==> src/rtl/iiitb_apb_pkg.sv <==
// Shared definitions for the iiitb APB bridge and its completers.
package iiitb_apb_pkg;

  localparam int unsigned APB_ADDR_W    = 9;
  localparam int unsigned APB_DATA_W    = 8;
  localparam int unsigned SLAVE_SEL_BIT = 8;
  localparam int unsigned WAIT_CNT_W    = 4;

  typedef enum logic {
    IDLE   = 1'b0,
    ACCESS = 1'b1
  } state_t;

endpackage

==> src/rtl/iiitb_apb_slave_mem.sv <==
// Register storage with per-location written flags; flags clear on reset, data does not.
module iiitb_apb_slave_mem #(
  parameter int unsigned DATA_W = 8,
  parameter int unsigned DEPTH  = 64,
  parameter int unsigned IDX_W  = 6
) (
  input  logic              clk,
  input  logic              rst,
  input  logic              wr_en,
  input  logic [IDX_W-1:0]  wr_idx,
  input  logic [DATA_W-1:0] wr_data,
  input  logic [IDX_W-1:0]  rd_idx,
  output logic [DATA_W-1:0] rd_data_c,
  output logic              rd_written_c
);

  logic [DATA_W-1:0] mem [DEPTH];
  logic [DEPTH-1:0]  written;

  always_ff @(posedge clk) begin
    if (wr_en) begin
      mem[wr_idx] <= wr_data;
    end
  end

  always_ff @(posedge clk or posedge rst) begin
    if (rst) begin
      written <= '0;
    end else if (wr_en) begin
      written[wr_idx] <= 1'b1;
    end
  end

  always_comb begin
    rd_data_c    = mem[rd_idx];
    rd_written_c = written[rd_idx];
  end

endmodule

==> src/rtl/iiitb_apb_slave.sv <==
// APB completer: setup latch, programmable wait states, registered response and error reporting.
module iiitb_apb_slave
  import iiitb_apb_pkg::*;
#(
  parameter int unsigned ADDR_W           = SLAVE_SEL_BIT,
  parameter int unsigned DATA_W           = APB_DATA_W,
  parameter int unsigned DEPTH            = 64,
  parameter int unsigned WAIT_STATES      = 1,
  parameter bit          ERR_ON_UNWRITTEN = 1'b1
) (
  input  logic              PCLK,
  input  logic              PRESET,
  input  logic              PSEL,
  input  logic              PENABLE,
  input  logic              PWRITE,
  input  logic [ADDR_W-1:0] PADDR,
  input  logic [DATA_W-1:0] PWDATA,
  output logic [DATA_W-1:0] PRDATA,
  output logic              PREADY,
  output logic              PSLVERR
);

  localparam int unsigned IDX_W = (DEPTH > 1) ? $clog2(DEPTH) : 1;

  state_t                state;
  logic [WAIT_CNT_W-1:0] cnt;
  logic [ADDR_W-1:0]     addr_q;
  logic                  write_q;
  logic [DATA_W-1:0]     wdata_q;

  logic [ADDR_W-1:0]     resp_addr;
  logic                  resp_write;
  logic                  in_range;
  logic                  resp_err;
  logic [DATA_W-1:0]     resp_data;
  logic                  mem_we;
  logic [DATA_W-1:0]     mem_rdata;
  logic                  mem_written;

  // With zero wait states the response is built in the setup cycle, so look at the live bus then.
  always_comb begin
    resp_addr  = (state == IDLE) ? PADDR  : addr_q;
    resp_write = (state == IDLE) ? PWRITE : write_q;
    in_range   = 32'(resp_addr) < DEPTH;
    resp_err   = !in_range || (!resp_write && !mem_written && ERR_ON_UNWRITTEN);
    resp_data  = (!resp_write && in_range && mem_written) ? mem_rdata : '0;
    mem_we     = (state == ACCESS) && PSEL && PENABLE && PREADY && write_q && in_range;
  end

  iiitb_apb_slave_mem #(
    .DATA_W (DATA_W),
    .DEPTH  (DEPTH),
    .IDX_W  (IDX_W)
  ) u_mem (
    .clk          (PCLK),
    .rst          (PRESET),
    .wr_en        (mem_we),
    .wr_idx       (addr_q[IDX_W-1:0]),
    .wr_data      (wdata_q),
    .rd_idx       (resp_addr[IDX_W-1:0]),
    .rd_data_c    (mem_rdata),
    .rd_written_c (mem_written)
  );

  always_ff @(posedge PCLK or posedge PRESET) begin
    if (PRESET) begin
      state   <= IDLE;
      cnt     <= '0;
      addr_q  <= '0;
      write_q <= 1'b0;
      wdata_q <= '0;
      PREADY  <= 1'b0;
      PSLVERR <= 1'b0;
      PRDATA  <= '0;
    end else begin
      case (state)
        IDLE: begin
          if (PSEL && !PENABLE) begin
            addr_q  <= PADDR;
            write_q <= PWRITE;
            wdata_q <= PWDATA;
            cnt     <= WAIT_CNT_W'(WAIT_STATES);
            state   <= ACCESS;
            if (WAIT_STATES == 0) begin
              PREADY  <= 1'b1;
              PSLVERR <= resp_err;
              PRDATA  <= resp_data;
            end
          end
        end
        ACCESS: begin
          if (!PSEL) begin
            state   <= IDLE;
            PREADY  <= 1'b0;
            PSLVERR <= 1'b0;
            PRDATA  <= '0;
          end else if (PREADY) begin
            if (PENABLE) begin
              state   <= IDLE;
              PREADY  <= 1'b0;
              PSLVERR <= 1'b0;
              PRDATA  <= '0;
            end
          end else if (cnt != '0) begin
            cnt <= cnt - WAIT_CNT_W'(1);
            if (cnt == WAIT_CNT_W'(1)) begin
              PREADY  <= 1'b1;
              PSLVERR <= resp_err;
              PRDATA  <= resp_data;
            end
          end
        end
        default: state <= IDLE;
      endcase
    end
  end

endmodule

==> config.mk <==
export PLATFORM = sky130hd
export DESIGN_NAME = iiitb_apb_slave
export DESIGN_NICKNAME = d
export VERILOG_FILES = /design/src/rtl/iiitb_apb_pkg.sv /design/src/rtl/iiitb_apb_slave_mem.sv /design/src/rtl/iiitb_apb_slave.sv
export SDC_FILE = /design/constraint.sdc
export NUM_CORES = 1
export LEC_CHECK = 0
export BUFFER_PORTS_ARGS = -buffer_cell sky130_fd_sc_hd__buf_2
export CAP_MARGIN = 20
export CORE_MARGIN = 2
export CORE_UTILIZATION = 35
export DETAILED_ROUTE_END_ITERATION = 10
export HOLD_SLACK_MARGIN = 0.03
export PLACE_DENSITY = 0.48
export SLEW_MARGIN = 40
export SYNTH_ARGS = -nofsm -noshare
export SYNTH_HDL_FRONTEND = slang
export SYNTH_HIERARCHICAL = 1
export SYNTH_SLANG_ARGS = --single-unit
==> constraint.sdc <==
create_clock -name PCLK -period 8.1 [get_ports PCLK]
set_clock_uncertainty 0.2 [all_clocks]
set_input_delay 2.43 -clock PCLK [delete_from_list [all_inputs] [get_ports PCLK]]
set_output_delay 2.43 -clock PCLK [all_outputs]
set_load 0.01 [all_outputs]
# [Word-level counts from Yosys, hierarchy flattened]
# Memory sizes are Yosys's and may differ from the RTL's.
# Cells that the tools add are included.
[totals] ff_bits=96 ram_bits=512 output_inout_bits=10 n_memories=1
[classes] add_sub_neg=1 order_cmp=4 eq_ne=8 mux=33 bitwise_logic=2 n_reduce_logical=19
[mem_list] memory="u_mem.mem" depth=64 width=8 read_ports=1 rd_ports_with_merged_regs=0 wr=1 line_no="iiitb_apb_slave_mem.sv:17" rtl="logic [DATA_W-1:0] mem [DEPTH];"
[ops] cell="64-bit bitwise OR" n=1
[ops] cell="8-bit 2-to-1 mux" n=7
[ops] cell="1-bit 2-to-1 mux" n=18
[ops] cell="4-bit 2-to-1 mux" n=4
[ops] cell="6-bit by 7-bit less-than comparator with 1-bit output (second input constant)" n=2
[ops] cell="1-bit logical AND" n=10
[ops] cell="8-bit by 7-bit less-than comparator with 1-bit output (second input constant)" n=1
[ops] cell="4-bit case mux with 2 select lines" n=1
[ops] cell="4-bit AND reduction" n=2
[ops] cell="1-bit binary-select mux with 6-bit select" n=1
[ops] cell="1-bit demux with 6-bit select" n=1
[ops] cell="6-bit by 1-bit >= comparator with 1-bit output (second input constant)" n=1
[ops] cell="3-bit by 1-bit inequality test with 1-bit output (second input constant)" n=2
[ops] cell="4-bit by 1-bit equality test with 1-bit output (second input constant)" n=1
[ops] cell="1-bit logical NOT" n=4
[ops] cell="2-bit by 1-bit inequality test with 1-bit output (second input constant)" n=2
[ops] cell="2-bit inequality test (second input constant)" n=2
[ops] cell="4-bit nonzero test" n=1
[ops] cell="4-bit by 1-bit subtractor with 4-bit output (second input constant)" n=1
[ops] cell="3-bit inequality test (second input constant)" n=1
[ops] cell="1-bit case mux with 2 select lines" n=1
[ops] cell="2-bit AND reduction" n=1
[ops] cell="1-bit logical OR" n=1
[ops] cell="1-bit inverter" n=1

# [Logic depth before layout (Yosys ltp)]
# Gate-level depths: netlist of run 1.
[logic_depth] depth_word=10 depth_mapped=14 ltp_nobuf=9

# [Cells and area by module]
# The synthesis of run 1 kept the hierarchy.
[by_module_without_submodules] module="iiitb_apb_slave_mem" n_inst=1 cells_each=1139 area_each_um2=22630.5
[by_module_without_submodules] module="iiitb_apb_slave" n_inst=1 cells_each=126 area_each_um2=1531.5

# [Least setup slack after synthesis of run 1]
# OpenSTA, ideal clock, no wires.
[synth_timing] path_type="input to register" startpoint="input PADDR[0]" endpoint="register PRDATA[2]" arrival_ns=4.475 required_time_ns=7.764 slack_ns=3.289 cell_stages=10 n_path_buf=2 path_cell_list="mux2_2 > buf_6 > buf_6 > mux4_2 > a2111oi_0 > nor3_1 > a22o_1 > nor2b_1 > nand4_1 > o31ai_1"
[synth_between] elab_chain_cells=9
[synth_rtl] item="from (decl)" line_no="iiitb_apb_slave.sv:16" rtl="input logic [ADDR_W-1:0] PADDR,"
[synth_rtl] item="8-bit 2-to-1 mux" line_no="iiitb_apb_slave.sv:42" rtl="resp_addr = (state == IDLE) ? PADDR : addr_q;"
[synth_rtl] item="1-bit binary-select mux with 6-bit select" line_no="iiitb_apb_slave_mem.sv:36" rtl="rd_written_c = written[rd_idx];"
[synth_rtl] item="1-bit 2-to-1 mux (not written as such)" line_no="iiitb_apb_slave_mem.sv:36"
[synth_rtl] item="via mem_written" line_no="iiitb_apb_slave.sv:38" rtl="logic mem_written;"
[synth_rtl] item="1-bit logical AND" line_no="iiitb_apb_slave.sv:46" rtl="resp_data = (!resp_write && in_range && mem_written) ? mem_rdata : '0;"
[synth_rtl] item="8-bit 2-to-1 mux" line_no="iiitb_apb_slave.sv:46"
[synth_rtl] item="8-bit 2-to-1 mux" line_no="iiitb_apb_slave.sv:106" rtl="if (cnt == WAIT_CNT_W'(1)) begin"
[synth_rtl] item="8-bit 2-to-1 mux" line_no="iiitb_apb_slave.sv:104" rtl="end else if (cnt != '0) begin"
[synth_rtl] item="8-bit 2-to-1 mux" line_no="iiitb_apb_slave.sv:97" rtl="end else if (PREADY) begin"
[synth_rtl] item="8-bit 2-to-1 mux" line_no="iiitb_apb_slave.sv:92" rtl="if (!PSEL) begin"
[synth_rtl] item="to (signal assigned)" line_no="iiitb_apb_slave.sv:87" rtl="PRDATA <= resp_data;"
[synth_rtl] item="to (signal assigned)" line_no="iiitb_apb_slave.sv:109" rtl="PRDATA <= resp_data;"
[synth_rtl] item="to (decl)" line_no="iiitb_apb_slave.sv:18" rtl="output logic [DATA_W-1:0] PRDATA,"
# The timed path passes the listed nets, and every way through them passes these cells. The select of a mux whose other input is x is not followed.
# A chain may end at the register's enable or synchronous reset.

# [Worst setup path after layout of run 1]
[layout_timing] startpoint="input PADDR[0]" endpoint="register PRDATA[7]"
[layout_between] elab_chain_cells=9
[layout_rtl] item="8-bit 2-to-1 mux" line_no="iiitb_apb_slave.sv:42"
[layout_rtl] item="via resp_addr[0]" line_no="iiitb_apb_slave.sv:31" rtl="logic [ADDR_W-1:0] resp_addr;"
[layout_rtl] item="1-bit binary-select mux with 6-bit select" line_no="iiitb_apb_slave_mem.sv:36"
[layout_rtl] item="1-bit 2-to-1 mux (not written as such)" line_no="iiitb_apb_slave_mem.sv:36"
[layout_rtl] item="via mem_written" line_no="iiitb_apb_slave.sv:38"
[layout_rtl] item="1-bit logical AND" line_no="iiitb_apb_slave.sv:46"
[layout_rtl] item="8-bit 2-to-1 mux" line_no="iiitb_apb_slave.sv:46"
[layout_rtl] item="8-bit 2-to-1 mux" line_no="iiitb_apb_slave.sv:106"
[layout_rtl] item="8-bit 2-to-1 mux" line_no="iiitb_apb_slave.sv:104"
[layout_rtl] item="8-bit 2-to-1 mux" line_no="iiitb_apb_slave.sv:97"
[layout_rtl] item="8-bit 2-to-1 mux" line_no="iiitb_apb_slave.sv:92"
# The timed path passes the listed nets, and every way through them passes these cells. The select of a mux whose other input is x is not followed.

==> metrics.txt, run 1 <==
average detailed-routed wire length per instance=27.34 um; class of the tightest hold or removal check=register to register; number of H-tree levels=2; total vias in the final route=12050; HPWL after detailed placement=37580 um; first-pass GRT wire length=89580 um; Post-CTS Hold Fix Bufs=0; CTS tree=done; fraction of synthesized cell area taken by the top area cell type=63.63%; fmax=185.5 MHz; max-slew violation count=0; Setup Crit Path Kind=input port to register; actual transition at the worst max-transition pin=907.3 ps; cell type with the largest total area after synthesis=sky130_fd_sc_hd__edfxtp_1; number of sinks on the clock net=608; number of unique standard cell types used by synthesis=57; Max VDD drop=0.1480 mV; # IOs=31; Mean Syn Cell Area=19.10 um2; layout cells sized above 1=32.51%; Maximum Capacitance Violations=0; initial antenna violation count=1; clock transition time at the flip-flop clock pins of the worst setup and hold paths=60 ps; leading post-synthesis cells by cell area=sky130_fd_sc_hd__edfxtp_1 64%, sky130_fd_sc_hd__mux4_2 12%, sky130_fd_sc_hd__dfrtp_1 9.9%, sky130_fd_sc_hd__or2_2 1.7%, sky130_fd_sc_hd__nor2_1 1.2%; Initial Util=35.29%; via count normalized by instance count=5.353; cell depth of the worst hold path=1; area of placed instances=25410 um2; static leakage=0.009241 uW; Core Footprint=68470 um2; die area=71150 um2; Warnings, synthesis=6; largest net degree at the start of global routing=66; remaining antenna violation count after routing=0; Seq/Total Area, Yosys=73.57%; Most Crowded Layer GR=met2; endpoint type of the worst setup path=register; final hold violation count=0; final instance area=27510 um2; final period utilization=66.56%; TritonRoute pass-1 iters=7; insertion delay of the later-clocked pin in the worst-skew pair=630 ps; number of register bits inferred by synthesis=608; setup TNS after final layout=0 ps; number of CTS-inserted buffers=61; count of standard-cell rows=96; setup-violating endpoint count in the final report=0; Async S/R FF share, synth=15.79%; dominant cell by count in the synthesized netlist=sky130_fd_sc_hd__edfxtp_1; Die X-Extent=266.7 um; gate count after technology mapping=1265; layout net count=1341; number of violations reported at the end of detailed-routing iteration 0=895; # Post-CTS Setup Buffers=0; run status=complete, no violations; Startpoint Class=input port; number of flops mapped to enable cells by yosys=512; Final min period=5391 ps; die span in y=266.7 um; pwr/cell area=273.7 nW/um2; logic depth of the worst register-to-register path=10; number of instances resized during post-cts repair=0; arrival time of data at the critical path endpoint=5670 ps; vias in the first global route=12380; GR Layer Usage met2=27.32%; unrepaired setup endpoints after global routing=false; Syn Nets=1289; clock tree root buffer cell=sky130_fd_sc_hd__clkbuf_16; synthesized cell area=24160 um2; met1 GRT Util=24.62%; number of buffers added on ports=30; met3 Resource Use GR=4.290%; most frequent cells after synthesis=512 x sky130_fd_sc_hd__edfxtp_1, 133 x sky130_fd_sc_hd__mux4_2, 96 x sky130_fd_sc_hd__dfrtp_1; Max transition margin=39.36%; Max clock buf depth=3; gp weighted congestion=0.8115; layout overhead on the synthesized area=13.86%; Total Routing Usage GR=17.54%; required time of the critical path=8380 ps; ant diodes=0; Overflow after GRT=0; crit path max fanout=61; fillers=6090; number of remaining DRC errors=0; commonest register cell after synthesis=sky130_fd_sc_hd__edfxtp_1; total wirelength of the detailed-routed design=61530 um
## per-layer routing
metal / vias to the layer above / share of wire [%]
met5: - / 0.021
met4: 2 / 2.4
met3: 95 / 5.8
met2: 287 / 46
met1: 6483 / 46
li1: 5182 / -
## through the flow
| step | utilization [%] | power (uW) | hold slack (ps) | setup WS, ps | std cells |
|---|---|---|---|---|---|
| 4_1_cts | 40.08 | 7613 | 263.2 | 2631 | 2249 |
| 2_1_floorplan | - | 4355 | 227.8 | 3289 | 1265 |
| 6_report | 40.18 | 7529 | 259.6 | 2709 | 2251 |
| 3_3_place_gp | 36.86 | 4730 | 243.6 | 2060 | 2133 |
| 5_1_grt | 40.18 | 7803 | 268.8 | 2397 | 2251 |
| 3_5_place_dp | 37.12 | 4749 | 248.4 | 1983 | 2134 |
## worst max-delay path, cell delays in order
cell and delay [ps]:
sky130_fd_sc_hd__buf_2 110, sky130_fd_sc_hd__mux2_8 620, sky130_fd_sc_hd__mux4_2 620, sky130_fd_sc_hd__nor2b_1 140, sky130_fd_sc_hd__a2111oi_0 650, sky130_fd_sc_hd__buf_4 230
sky130_fd_sc_hd__nor3_1 40, sky130_fd_sc_hd__a22o_1 240, sky130_fd_sc_hd__nor2b_1 130, sky130_fd_sc_hd__nand4_1 310, sky130_fd_sc_hd__o31ai_1 120
## power breakdown
| group | switching [uW] | total (uW) | internal [uW] |
|---|---|---|---|
| sequential | 88.7 | 3670 | 3580 |
| combinational | 651 | 1010 | 358 |
| clock | 1180 | 2850 | 1670 |
| total | 1920 | 7530 | 5610 |
## final timing paths
kind	from	endpoint	slack, ps
min reg2reg	u_mem/written[35]	u_mem/written[35]	260
max in group asynchronous	PRESET	wdata_q[4]	5360
max reg2reg	state	PRDATA[7]	3860
max	PADDR[0]	PRDATA[7]	2710
min in group asynchronous	PRESET	cnt[0]	1650
min	u_mem/written[35]	u_mem/written[35]	260
## area by class of cell
type                       instances  area (um2)  share of cell area (%)
clock buffer                      81        1684                   6.122
multi-input combinational        577        6143                   22.33
clock inverter                    34       341.6                   1.242
sequential                       608       17790                   64.66
timing repair buffer              55       395.4                   1.437
inverter                          14       53.80                  0.1956
tap                              882        1104                   4.011
## cell families (layout without fill, tap and decap cells)
| kind of cell | after synthesis | count (layout) | synth area share, % |
|---|---|---|---|
| AOI/OAI and AO/OA | 117 | 117 | 3.775 |
| xor gates and xnor gates | 1 | 1 | 0.03626 |
| adders and majority gates | 3 | 3 | 0.1554 |
| buffers and inverters | 80 | 184 | 1.926 |
| DFF | 608 | 608 | 73.57 |
| muxes | 179 | 179 | 14.48 |
| and+or+nand+nor | 277 | 277 | 6.048 |
## layout by cell type (no fill, tap or decap), types with 9 or more instances in the layout
cell                        count
sky130_fd_sc_hd__mux2i_1       11
sky130_fd_sc_hd__nand2_1       36
sky130_fd_sc_hd__mux2_1        17
sky130_fd_sc_hd__buf_4         19
sky130_fd_sc_hd__clkinv_1      17
sky130_fd_sc_hd__mux4_2       133
sky130_fd_sc_hd__or2_2         65
sky130_fd_sc_hd__edfxtp_1     512
sky130_fd_sc_hd__mux2_2        16
sky130_fd_sc_hd__clkbuf_1      14
sky130_fd_sc_hd__o22ai_1       19
sky130_fd_sc_hd__o21ai_0        9
sky130_fd_sc_hd__a22oi_1        9
sky130_fd_sc_hd__nand3_1       14
sky130_fd_sc_hd__nor2b_1       31
sky130_fd_sc_hd__clkbuf_16     63
sky130_fd_sc_hd__nor2_2        63
sky130_fd_sc_hd__a31oi_1       11
sky130_fd_sc_hd__inv_1         13
sky130_fd_sc_hd__nand2b_1      13
sky130_fd_sc_hd__a211oi_1      11
sky130_fd_sc_hd__buf_2         30
sky130_fd_sc_hd__dfrtp_2        9
sky130_fd_sc_hd__nor3_1        13
sky130_fd_sc_hd__dfrtp_1       87
sky130_fd_sc_hd__nor2_1        12
## state kept, by name, summed over array words and instances (netlist names)
signal,count
cnt,4
addr_q,8
state,1
PREADY,1
PRDATA,8
u_mem/written,64
write_q,1
u_mem/mem,512
PSLVERR,1
wdata_q,8
Power figures use the tool's default switching activity.
==> inputs of run 2 (changes only) <==
--- a/config.mk
+++ b/config.mk
@@ -5,6 +5,7 @@
 export SDC_FILE = /design/constraint.sdc
 export NUM_CORES = 1
 export LEC_CHECK = 0
+export ABC_AREA = 1
 export BUFFER_PORTS_ARGS = -buffer_cell sky130_fd_sc_hd__buf_2
 export CAP_MARGIN = 20
 export CORE_MARGIN = 2
==> constraint.sdc (replaced) <==
create_clock -name PCLK -period 5.4 [get_ports PCLK]
set_clock_uncertainty 0.2 [all_clocks]
set_input_delay 1.62 -clock PCLK [delete_from_list [all_inputs] [get_ports PCLK]]
set_output_delay 1.62 -clock PCLK [all_outputs]
set_load 0.01 [all_outputs]
==> metrics.txt, run 2 <==
run status=complete, no violations; number of buffer and inverter instances along the worst setup path=5; number of sinks on the clock net=608; number of register bits inferred by synthesis=608; gate count after technology mapping=2246; critical path, cell by cell=buf_2 -> inv_1 -> o21ai_4 -> buf_12 -> buf_16 -> nand2_1 -> nand3_1 -> nand3_1 -> nand2_1 -> nand2_1 -> nand3_1 -> nand3_1 -> nand2_1 -> inv_1 -> nor2_4 -> nand3_1 -> o21ai_1; die span in y=272.5 um; leading post-synthesis cells by cell area=sky130_fd_sc_hd__edfxtp_1 61%, sky130_fd_sc_hd__nand2_1 12%, sky130_fd_sc_hd__nand3_1 10%, sky130_fd_sc_hd__dfrtp_1 9.5%, sky130_fd_sc_hd__or2_2 1.6%; total wirelength of the detailed-routed design=68650 um; number of violations reported at the end of detailed-routing iteration 0=1236; endpoint type of the worst setup path=register; number of CTS-inserted buffers=67; number of placed instances with taps included=3148; dominant cell by count in the synthesized netlist=sky130_fd_sc_hd__nand2_1; insertion delay of the later-clocked pin in the worst-skew pair=610 ps; layout net count=2293; CP peak stage delay=450 ps; Setup Crit Path Kind=input port to register; largest net degree at the start of global routing=181; setup TNS after final layout=0 ps; layout overhead on the synthesized area=13.76%; vias in the first global route=16390; Total Routing Usage GR=18.58%; HPWL after detailed placement=39280 um; layout cells sized above 1=14.12%; ant diodes=0; Core Footprint=71490 um2; Final min period=3962 ps; Maximum Capacitance Violations=0; CTS tree=done; number of flip-flops in the largest register=512; register containing the most flip-flops in the final layout=u_mem/mem; fraction of synthesized cell area taken by the top area cell type=60.92%; final hold violation count=0; clock tree root buffer cell=sky130_fd_sc_hd__clkbuf_16; unrepaired setup endpoints after global routing=false; number of remaining DRC errors=0; most frequent cells in the layout=776 x sky130_fd_sc_hd__nand2_1, 512 x sky130_fd_sc_hd__edfxtp_1, 505 x sky130_fd_sc_hd__nand3_1; number of unique standard cell types used by synthesis=29; # IOs=31; Max VDD drop=0.2445 mV; max-slew violation count=0; remaining antenna violation count after routing=0; Initial Util=35.31%; number of buffers added on ports=30; CP delay by family, top=simple AND/OR/NAND/NOR gates; TritonRoute pass-1 iters=6; combined flip-flop and latch cell area=17790 um2; synthesized cell area=25240 um2; Async S/R FF share, synth=15.79%; Mean Syn Cell Area=11.24 um2; Overflow after GRT=0; Post-CTS Hold Fix Bufs=0; Die X-Extent=272.5 um; fmax=252.4 MHz; Max transition margin=44.36%; final period utilization=73.37%; pwr/cell area=424.2 nW/um2; setup-violating endpoint count in the final report=0; number of instances resized during post-cts repair=0; final hold slack=263.3 ps; commonest register cell after synthesis=sky130_fd_sc_hd__edfxtp_1; # Post-CTS Setup Buffers=0; Seq/Total Area, Yosys=70.43%; gp weighted congestion=0.8036; number of flops mapped to enable cells by yosys=512; most frequent cells after synthesis=776 x sky130_fd_sc_hd__nand2_1, 512 x sky130_fd_sc_hd__edfxtp_1, 505 x sky130_fd_sc_hd__nand3_1; Total Power=12180 uW; total area of multi-input combinational cells=6743 um2; most common library cell in the layout ignoring fill and taps=sky130_fd_sc_hd__nand2_1; required time of the critical path=5720 ps; actual transition at the worst max-transition pin=831.6 ps; Max clock buf depth=3; number of H-tree levels=3; arrival time of data at the critical path endpoint=4280 ps; cell type with the largest total area after synthesis=sky130_fd_sc_hd__edfxtp_1; non-filler instance count after layout=3273; static leakage=0.01093 uW; cell repeated most along the worst path=sky130_fd_sc_hd__nand3_1; crit path max fanout=124; class of the tightest hold or removal check=register to register; Warnings, synthesis=6; average detailed-routed wire length per instance=20.97 um; highest-delay cell along the critical path=sky130_fd_sc_hd__buf_16; Startpoint Class=input port; largest registers=u_mem/mem (512), u_mem/written (64); die area=74280 um2; Syn Nets=2270; fillers=6821; initial antenna violation count=0; via count normalized by instance count=5.059; Layout Utilization=40.17%; count of standard-cell rows=98; first-pass GRT wire length=104100 um; clock transition time at the flip-flop clock pins of the worst setup and hold paths=60 ps; total vias in the final route=16560
==> run 2: cell types whose count changed after synthesis, sizes merged, moves of 25 or more <==
cell and delta:
mux2 -25, buf +63, nor2b -32, nand2 +742, mux4 -133, nand3 +492
==> run 2: final cells by class <==
cell class	instances	area share, %
inverters	33	0.4706
well taps	950	4.140
flip-flops and latches	608	61.95
clock inverters	33	1.085
clock buffers	90	6.497
multi-input cells	1477	23.48
repair buffers	82	2.371
==> run 2: cell families (layout without fill, tap and decap cells) <==
kind of cell / after synthesis / count (layout) / share of synthesized area (%)
mux: 10 / 10 / 0.4908
compound gates: 26 / 26 / 0.5155
fa+ha+maj: 3 / 3 / 0.1487
simple gates: 1437 / 1437 / 24.84
buf+inv: 161 / 238 / 3.535
xor+xnor: 1 / 1 / 0.03471
flops: 608 / 608 / 70.43
==> run 2: per-stage QoR <==
step                      instance area, um2  worst slack [ps]
after floorplan                        25240              1628
after global placement                 26340             858.5
after detailed placement               26430             859.5
after CTS                              28600              1491
after global routing                   28710              1235
final                                  28710              1438
==> run 2: metal layers <==
| layer | share of wire, % | vias to the layer above | GRT usage [%] |
|---|---|---|---|
| met4 | 2.2 | 0 | 5.090 |
| li1 | - | 7821 | - |
| met1 | 46 | 8262 | 26.41 |
| met2 | 47 | 381 | 29.54 |
| met3 | 4.7 | 94 | 3.058 |
| met5 | 0 | - | 0 |
==> run 2: worst paths after layout <==
kind | depth (start not counted) | start | slack, ps | endpoint
max | 17 | PADDR[0] | 1440 | PRDATA[0]
min | 1 | u_mem/written[59] | 260 | u_mem/written[59]
max reg2reg | 16 | state | 1860 | PRDATA[0]
min reg2reg | 1 | u_mem/written[59] | 260 | u_mem/written[59]
max in group asynchronous | 3 | PRESET | 3130 | u_mem/written[46]
min in group asynchronous | 2 | PRESET | 830 | PRDATA[5]
==> run 2: where the power goes <==
group	internal, uW	switching [uW]
clock	2670	1860
combinational	532	1550
sequential	5410	151
